$ cat config.mk
export PLATFORM = sky130hd
export DESIGN_NAME = level_ctrl
export DESIGN_NICKNAME = d
export VERILOG_FILES = /design/src/rtl/level_pkg.sv /design/src/rtl/level_hold_timer.sv /design/src/rtl/level_ctrl.sv
export SDC_FILE = /design/constraint.sdc
export NUM_CORES = 1
export LEC_CHECK = 0
export ABC_AREA = 0
export ABC_CLOCK_PERIOD_IN_PS = 5100
export CAP_MARGIN = 20
export CORE_ASPECT_RATIO = 1.1
export CORE_MARGIN = 3
export CORE_UTILIZATION = 55
export DETAILED_ROUTE_END_ITERATION = 6
export PLACE_DENSITY = 0.73
export SLEW_MARGIN = 15
export SYNTH_ARGS = -nofsm -noshare
export SYNTH_HDL_FRONTEND = slang
export SYNTH_HIERARCHICAL = 1
export SYNTH_SLANG_ARGS = --single-unit
$ cat constraint.sdc
create_clock -name pclk -period 5.1 [get_ports pclk]
set_input_delay 1.02 -clock pclk [delete_from_list [all_inputs] [get_ports pclk]]
set_output_delay 1.02 -clock pclk [all_outputs]
set_load 0.005 [all_outputs]
$ cat src/rtl/level_pkg.sv
// Shared types for the level sequencer: FSM state encoding and the counter-width helper.
package level_pkg;

    typedef enum logic [1:0] {
        IDLE     = 2'b00,
        LEVEL_UP = 2'b01,
        HOLD     = 2'b10,
        RELOAD   = 2'b11
    } state_t;

    // Wide enough to hold the larger of the two phase lengths without wrapping.
    function automatic int cnt_width(input int a, input int b);
        int m;
        m = (a > b) ? a : b;
        return $clog2(m + 1);
    endfunction

endpackage

$ cat src/rtl/level_hold_timer.sv
// Loadable up-counter shared by the HOLD and RELOAD phases; done fires on the last counted cycle.
module level_hold_timer #(
    parameter int CNT_W = 4
) (
    input  logic             pclk,
    input  logic             rst,
    input  logic             clr,
    input  logic             start,
    input  logic             pause,
    input  logic [CNT_W-1:0] limit,
    output logic             done
);

    logic [CNT_W-1:0] cnt;
    logic             active;

    assign done = active && !pause && (cnt == (limit - CNT_W'(1)));

    always_ff @(posedge pclk or posedge rst) begin
        if (rst) begin
            cnt    <= '0;
            active <= 1'b0;
        end else if (clr) begin
            cnt    <= '0;
            active <= 1'b0;
        end else if (start) begin
            // A start coinciding with done re-arms for the next phase.
            cnt    <= '0;
            active <= 1'b1;
        end else if (active && !pause) begin
            if (done) begin
                cnt    <= '0;
                active <= 1'b0;
            end else begin
                cnt <= cnt + CNT_W'(1);
            end
        end
    end

endmodule

$ cat src/rtl/level_ctrl.sv
// Level sequencer: detects a cleared wave, bumps the level, holds the banner, then requests respawn.
// Build option LEVEL_WRAP_EN: wrap to START_LEVEL at MAX_LEVEL instead of saturating and flagging game_won.
module level_ctrl
    import level_pkg::*;
#(
    parameter int N_ENEMIES     = 5,
    parameter int LEVEL_W       = 4,
    parameter int START_LEVEL   = 1,
    parameter int MAX_LEVEL     = 15,
    parameter int HOLD_CYCLES   = 100000000,
    parameter int RELOAD_CYCLES = 100
) (
    input  logic                 pclk,
    input  logic                 rst,
    input  logic [N_ENEMIES-1:0] lives,
    input  logic                 restart,
    input  logic                 pause,
    output logic [LEVEL_W-1:0]   level,
    output logic                 level_up_out,
    output logic                 level_up_pulse,
    output logic                 respawn,
    output logic                 game_won
);

    localparam int                 CNT_W   = cnt_width(HOLD_CYCLES, RELOAD_CYCLES);
    localparam logic [LEVEL_W-1:0] START_L = LEVEL_W'(START_LEVEL);
    localparam logic [LEVEL_W-1:0] MAX_L   = LEVEL_W'(MAX_LEVEL);

    state_t             state;
    logic               armed;
    logic               tmr_start;
    logic               tmr_done;
    logic [CNT_W-1:0]   tmr_limit;
    logic               at_max;
    logic [LEVEL_W-1:0] next_level;

    assign tmr_limit = (state == RELOAD) ? CNT_W'(RELOAD_CYCLES) : CNT_W'(HOLD_CYCLES);
    assign tmr_start = (state == LEVEL_UP) || ((state == HOLD) && tmr_done);
    assign at_max    = (level >= MAX_L);

`ifdef LEVEL_WRAP_EN
    assign next_level = at_max ? START_L : level + LEVEL_W'(1);
    assign game_won   = 1'b0;
`else
    assign next_level = at_max ? level : level + LEVEL_W'(1);

    always_ff @(posedge pclk or posedge rst) begin
        if (rst)
            game_won <= 1'b0;
        else if (restart)
            game_won <= 1'b0;
        else if ((state == LEVEL_UP) && at_max)
            game_won <= 1'b1;
    end
`endif

    level_hold_timer #(.CNT_W(CNT_W)) u_timer (
        .pclk  (pclk),
        .rst   (rst),
        .clr   (restart),
        .start (tmr_start),
        .pause (pause),
        .limit (tmr_limit),
        .done  (tmr_done)
    );

    always_ff @(posedge pclk or posedge rst) begin
        if (rst) begin
            state          <= IDLE;
            level          <= START_L;
            armed          <= 1'b0;
            level_up_out   <= 1'b0;
            level_up_pulse <= 1'b0;
            respawn        <= 1'b0;
        end else if (restart) begin
            state          <= IDLE;
            level          <= START_L;
            armed          <= 1'b0;
            level_up_out   <= 1'b0;
            level_up_pulse <= 1'b0;
            respawn        <= 1'b0;
        end else begin
            level_up_pulse <= 1'b0;
            case (state)
                IDLE: begin
                    // armed needs a live enemy first, so a late respawn cannot re-trigger.
                    if (lives != '0)
                        armed <= 1'b1;
                    else if (armed)
                        state <= LEVEL_UP;
                end
                LEVEL_UP: begin
                    state          <= HOLD;
                    level          <= next_level;
                    level_up_pulse <= 1'b1;
                    level_up_out   <= 1'b1;
                end
                HOLD: begin
                    if (tmr_done) begin
                        state   <= RELOAD;
                        respawn <= 1'b1;
                    end
                end
                RELOAD: begin
                    if (tmr_done) begin
                        state        <= IDLE;
                        respawn      <= 1'b0;
                        level_up_out <= 1'b0;
                        armed        <= 1'b0;
                    end
                end
                default: state <= IDLE;
            endcase
        end
    end

endmodule

# Word level (Yosys, flattened, before mapping)
# Cells that the tools add are included.
# classes
addsub	3
order_cmp	1
n_mux	30
eq_ne	10
n_reduce_logical	21
# op_table
operator	n
two-way mux 27 bit	5
adder 27 x 1 -> 27 bit (second input constant)	1
equality test 27 bit	1
subtractor 27 x 1 -> 27 bit (second input constant)	1
!= test 3 bit (second input constant)	5
nonzero test 3 bit	5
two-way mux 1 bit	13
two-way mux 4 bit	3
two-way mux 2 bit	5
one-hot mux 2 bit (4 select lines)	1
one-hot mux 1 bit (2 select lines)	3
AND reduction 2 bit	3
AND reduction 3 bit	2
nonzero test 5 bit	1
adder 4 x 1 -> 4 bit (second input constant)	1
equality test 2 bit (second input constant)	2
greater-or-equal comparator 4 bit (second input constant)	1
logical AND 1 bit	4
AND reduction 4 bit	1
nonzero test 2 bit	2
equality test 2 x 1 -> 1 bit (second input constant)	1
zero test 2 bit	1
!= test 2 bit (second input constant)	1
zero test 1 bit	1
logical OR 1 bit	1
# totals
word_cells	74
inputBits	9
regBits	39
out_inout_bits	8

# Logic depth before layout (Yosys ltp)
# logic_depth
word_depth	9
ltp_mapped	18
ltp_nobuf	18

# Hierarchy
# Netlist, hierarchy kept.
# by_module_without_submodules
mod	instances	cells_each	area_per_inst_um2	seq_area_each_um2
level_hold_timer	1	288	2491.1	700.7
level_ctrl	1	69	640.6	276.5

# Worst setup path after synthesis
# No wires, ideal clock.
# synth_path
path_type	reg-to-reg
start	reg state[1]
end	reg u_timer.cnt[23]
n_path_buf	0
arrival_time_ps	5077
setup_time_ps	119
stages_incl_launch_ff	19
period_less_slack_ps	5195
t_required_ps	4981
slack_ps	-95
path_cell_list	dfrtp_1 ha_1 inv_1 xnor2_1 or4b_2 a211oi_1 nor2_1 a22oi_1 o221ai_2 nor2_1 a21o_1 nor2_1 a21oi_1 nand3_1 nor2_1 and3_1 nand3_1 xor2_1 nor2_2
# synth_between
elab_chain_len	9
elab_cells_between_ends	14
classes_between	add/sub: 1; eq/ne: 4; mux: 5; reduce/logical: 4
# synth_lines
item	line_no	text
start: declaration	level_ctrl.sv:29	state_t state;
start signal: assignment	level_ctrl.sv:69	state <= IDLE;
start signal: assignment	level_ctrl.sv:76	state <= IDLE;
start signal: assignment	level_ctrl.sv:90	state <= LEVEL_UP;
equality test 2 bit *	level_ctrl.sv:37	assign tmr_limit = (state == RELOAD) ? CNT_W'(RELOAD_CYCLES) : CNT_W'(HOLD_CYCLES);
two-way mux 27 bit *	level_ctrl.sv:37	
net tmr_limit[2]	level_ctrl.sv:33	logic [CNT_W-1:0] tmr_limit;
subtractor 27 x 1 -> 27 bit *	level_hold_timer.sv:17	assign done = active && !pause && (cnt == (limit - CNT_W'(1)));
equality test 27 bit *	level_hold_timer.sv:17	
logical AND 1 bit *	level_hold_timer.sv:17	
net tmr_done	level_ctrl.sv:32	logic tmr_done;
logical AND 1 bit *	level_ctrl.sv:38	assign tmr_start = (state == LEVEL_UP) || ((state == HOLD) && tmr_done);
logical OR 1 bit *	level_ctrl.sv:38	
net tmr_start	level_ctrl.sv:31	logic tmr_start;
two-way mux 27 bit	level_hold_timer.sv:26	end else if (start) begin
two-way mux 27 bit	level_hold_timer.sv:23	end else if (clr) begin
end signal: assignment	level_hold_timer.sv:35	cnt <= cnt + CNT_W'(1);
end: declaration	level_hold_timer.sv:14	logic [CNT_W-1:0] cnt;
# The timed path passes the listed nets; every way through them passes the cells marked *. The select of a mux whose other input is x is not followed.
# A chain may end at the register's enable or synchronous reset.

# Final worst setup path
# layout_path
start	reg state[1]
end	reg u_timer.cnt[25]
# The elaborated chain is that of the path after synthesis.

==> run_results.csv <==
group,metric,value,unit
floorplan,initial_core_util,0.5767,
critical_path,end_kind,"flop",
floorplan,die_h,85.14,um
place,portBuffers,16,
synthesis,synthCells,357,
global_routing,antenna_found_initial,0,
place,routabilityCongestion,0.8223,
route,final_antenna_net_count,0,
timing,fin_skew,4.843,ps
layout,nets,452,
global_routing,grt_max_degree,29,
critical_path,crit_arrival,4750,ps
cts,cts_hold_buffers,0,
min_path,hold_class,"reg -> reg",
route,num_vias,2660,
synthesis,synth_cell_types,62,
power_and_ir_drop,power_density,208.0,mW/mm2
place,dp_hpwl,5103,um
cts,clk_pin_slew,80,ps
cts,htreeDepth,2,
layout,final_cell_mix,"conb_1 (56), dfrtp_1 (38), nor2_1 (32), nand2_1 (29), xor2_1 (26)",
synthesis,yosysSeqAreaShare,0.3120,
route,wl,6551,um
synthesis,async_flop_share,1.000,
critical_path,cp-start-kind,"flop",
synthesis,yosys_warnings,6,
timing,fmax,217.5,MHz
global_routing,grt_pass1_wl,11630,um
timing,maxSlewViolCount,0,
timing,finalCritPeriodShare,0.9013,
layout,final_common_cell,"conb_1",
outcome,outcome,"completed",
route,first_iter_violations,78,
synthesis,synth_top_area_share,0.3036,
cts,clock_latency,290,ps
cts,cts_buffers,5,
synthesis,synth_top_flop_cell,"dfrtp_1",
floorplan,io_pins,17,
global_routing,grt-ovfl-total,0,
route,vias_per_cell,5.205,
timing,setup_tns,0,ps
floorplan,coreArea,0.005430,mm2
critical_path,path_max_fanout,15,
timing,worst_slew_pin_slew,920.0,ps
layout,drive_above_1_share,0.1330,
global_routing,grt_util_all_layers,0.2157,
global_routing,grt_pass1_vias,2651,
timing,finalHoldViolCount,0,
route,drt-pass1-iter-count,4,
timing,timing.final.crit_period,4597,ps
cts,cts_buffer_depth,2,
synthesis,synth_edf_count,0,
power_and_ir_drop,power_leakage,1.496,nW
critical_path,crit_required,5260,ps
route,drc,0,
synthesis,synthTopCellsByArea,"dfrtp_1 (30%), xor2_1 (7.3%), xnor2_1 (6.7%), nor2_2 (4.0%), nor2_1 (4.0%)",
synthesis,synthesis.area,0.003132,mm2
synthesis,synth_area_per_cell,8.772,um2
timing,grt_setup_unrepaired,"false",
layout,syn2layout_area_growth,19.10,%
floorplan,fp-row-count,28,
job,drv_cap,0,
timing,setup_viol,0,
floorplan,die-area,0.006636,mm2
place,pre_cts_slack,272.8,ps
synthesis,ys_seq_elements,39,
route,wl_per_cell,12.82,um
layout,antenna_cells,0,
cts,cts_tree,"built",
cts,cts.sinks,39,
floorplan,die_x,77.95,um
cts,cts_root_buf,"clkbuf_8",
power_and_ir_drop,ir_drop,0.2333,mV
timing,slew_headroom,0.3843,
critical_path,worstSetupPathType,"reg -> reg",
synthesis,yosysTopAreaCell,"dfrtp_1",
timing,layout_setup_ws,503.3,ps
==> area by class of cell <==
type,count,area (um2)
Multi-Input combinational cell,348,2246
Clock buffer,5,68.82
Timing Repair Buffer,24,252.7
Clock inverter,3,23.77
Fill cell,466,1700
Inverter,17,67.56
Sequential cell,39,977.2
Tap cell,75,93.84
==> per-stage QoR <==
step / utilization / hold WS (ps) / power [mW] / instances / area [um2]
6_report: 0.6869 / 517.6 / 0.7759 / 511 / 3730
5_1_grt: 0.6869 / 560.5 / 0.8295 / 511 / 3730
4_1_cts: 0.6777 / 519.1 / 0.7802 / 509 / 3680
3_5_place_dp: 0.6606 / 494.5 / 0.5617 / 501 / 3587
3_3_place_gp: 0.6606 / 502.0 / 0.5588 / 501 / 3587
2_1_floorplan: - / 490.2 / 0.4989 / 412 / 3344
==> cells in the mapped netlist (all sizes together) (4+ instances only) <==
master	n
nor2	53
dfrtp	38
nand2	30
xor2	26
xnor2	24
nand3	23
inv	17
nor3	15
a21oi	12
nand4	11
nor4	9
ha	8
nand2b	8
o21ai	8
and3	7
or3	5
a21boi	4
buf	4
clkbuf	4
o21a	4
==> critical path, cell delays in order, from the launching register on <==
cell,delay (ps)
dfrtp_1,440
ha_2,230
buf_4,210
nor3b_1,420
and4b_1,310
mux2i_1,200
o21bai_1,130
a2111oi_4,420
nand4_4,170
nor2_1,190
a21o_1,160
nor2_1,110
a21oi_1,340
nand3_1,230
nor2_2,280
and3_1,260
nand3_1,110
xor2_1,200
nor2_2,40
==> flip-flops by register name, indices dropped and copies added, names as in the netlist <==
register / cells
respawn: 1
armed: 1
level_up_pulse: 1
level_up_out: 1
u_timer/cnt: 27
level: 4
u_timer/active: 1
state: 2
game_won: 1
==> final timing paths <==
kind | from | end | slack, ps | depth (start not counted)
max in group asynchronous | rst | u_timer/cnt[25] | 3650 | 3
worst min register to register | game_won | game_won | 520 | 2
worst max-delay path | state[1] | u_timer/cnt[25] | 500 | 18
worst min-delay path | game_won | game_won | 520 | 2
worst max register to register | state[1] | u_timer/cnt[25] | 500 | 18
min in group asynchronous | rst | u_timer/cnt[1] | 1040 | 2
==> report_power, final <==
| part | leakage (nW) | total, mW | internal, mW | switching, mW |
|---|---|---|---|---|
| sequential | 0.537 | 0.359 | 0.335 | 0.0240 |
| clock | 0.0408 | 0.215 | 0.0977 | 0.117 |
| combinational | 0.919 | 0.202 | 0.0901 | 0.112 |
==> cell families (layout without fill, tap and decap cells) <==
group / count (synthesis) / in the layout / synth area share
AOI/OAI and AO/OA: 53 / 53 / 0.1275
and+or+nand+nor: 177 / 177 / 0.3360
adders and majority gates: 8 / 8 / 0.03196
buffers and inverters: 25 / 49 / 0.03835
DFF: 39 / 39 / 0.3120
muxes: 4 / 4 / 0.01318
xor gates and xnor gates: 50 / 50 / 0.1398
other: 1 / 56 / 0.001197
==> per-layer routing <==
metal  global-route usage  vias up  routed length (um)
met4              0.07154        0                 116
li1                     -     1361                   -
met5                    0        -                   0
met2               0.3645       34                3171
met3              0.03609       12                 156
met1               0.2811     1253                3107
==> timing repair <==
| action | 4_1_cts | 5_1_grt |
|---|---|---|
| resized for setup | 0 | 1 |
| buffers inserted | 0 | 1 |
| endpoints found under the setup margin | 0 | 3 |
Power figures use the tool's default switching activity.
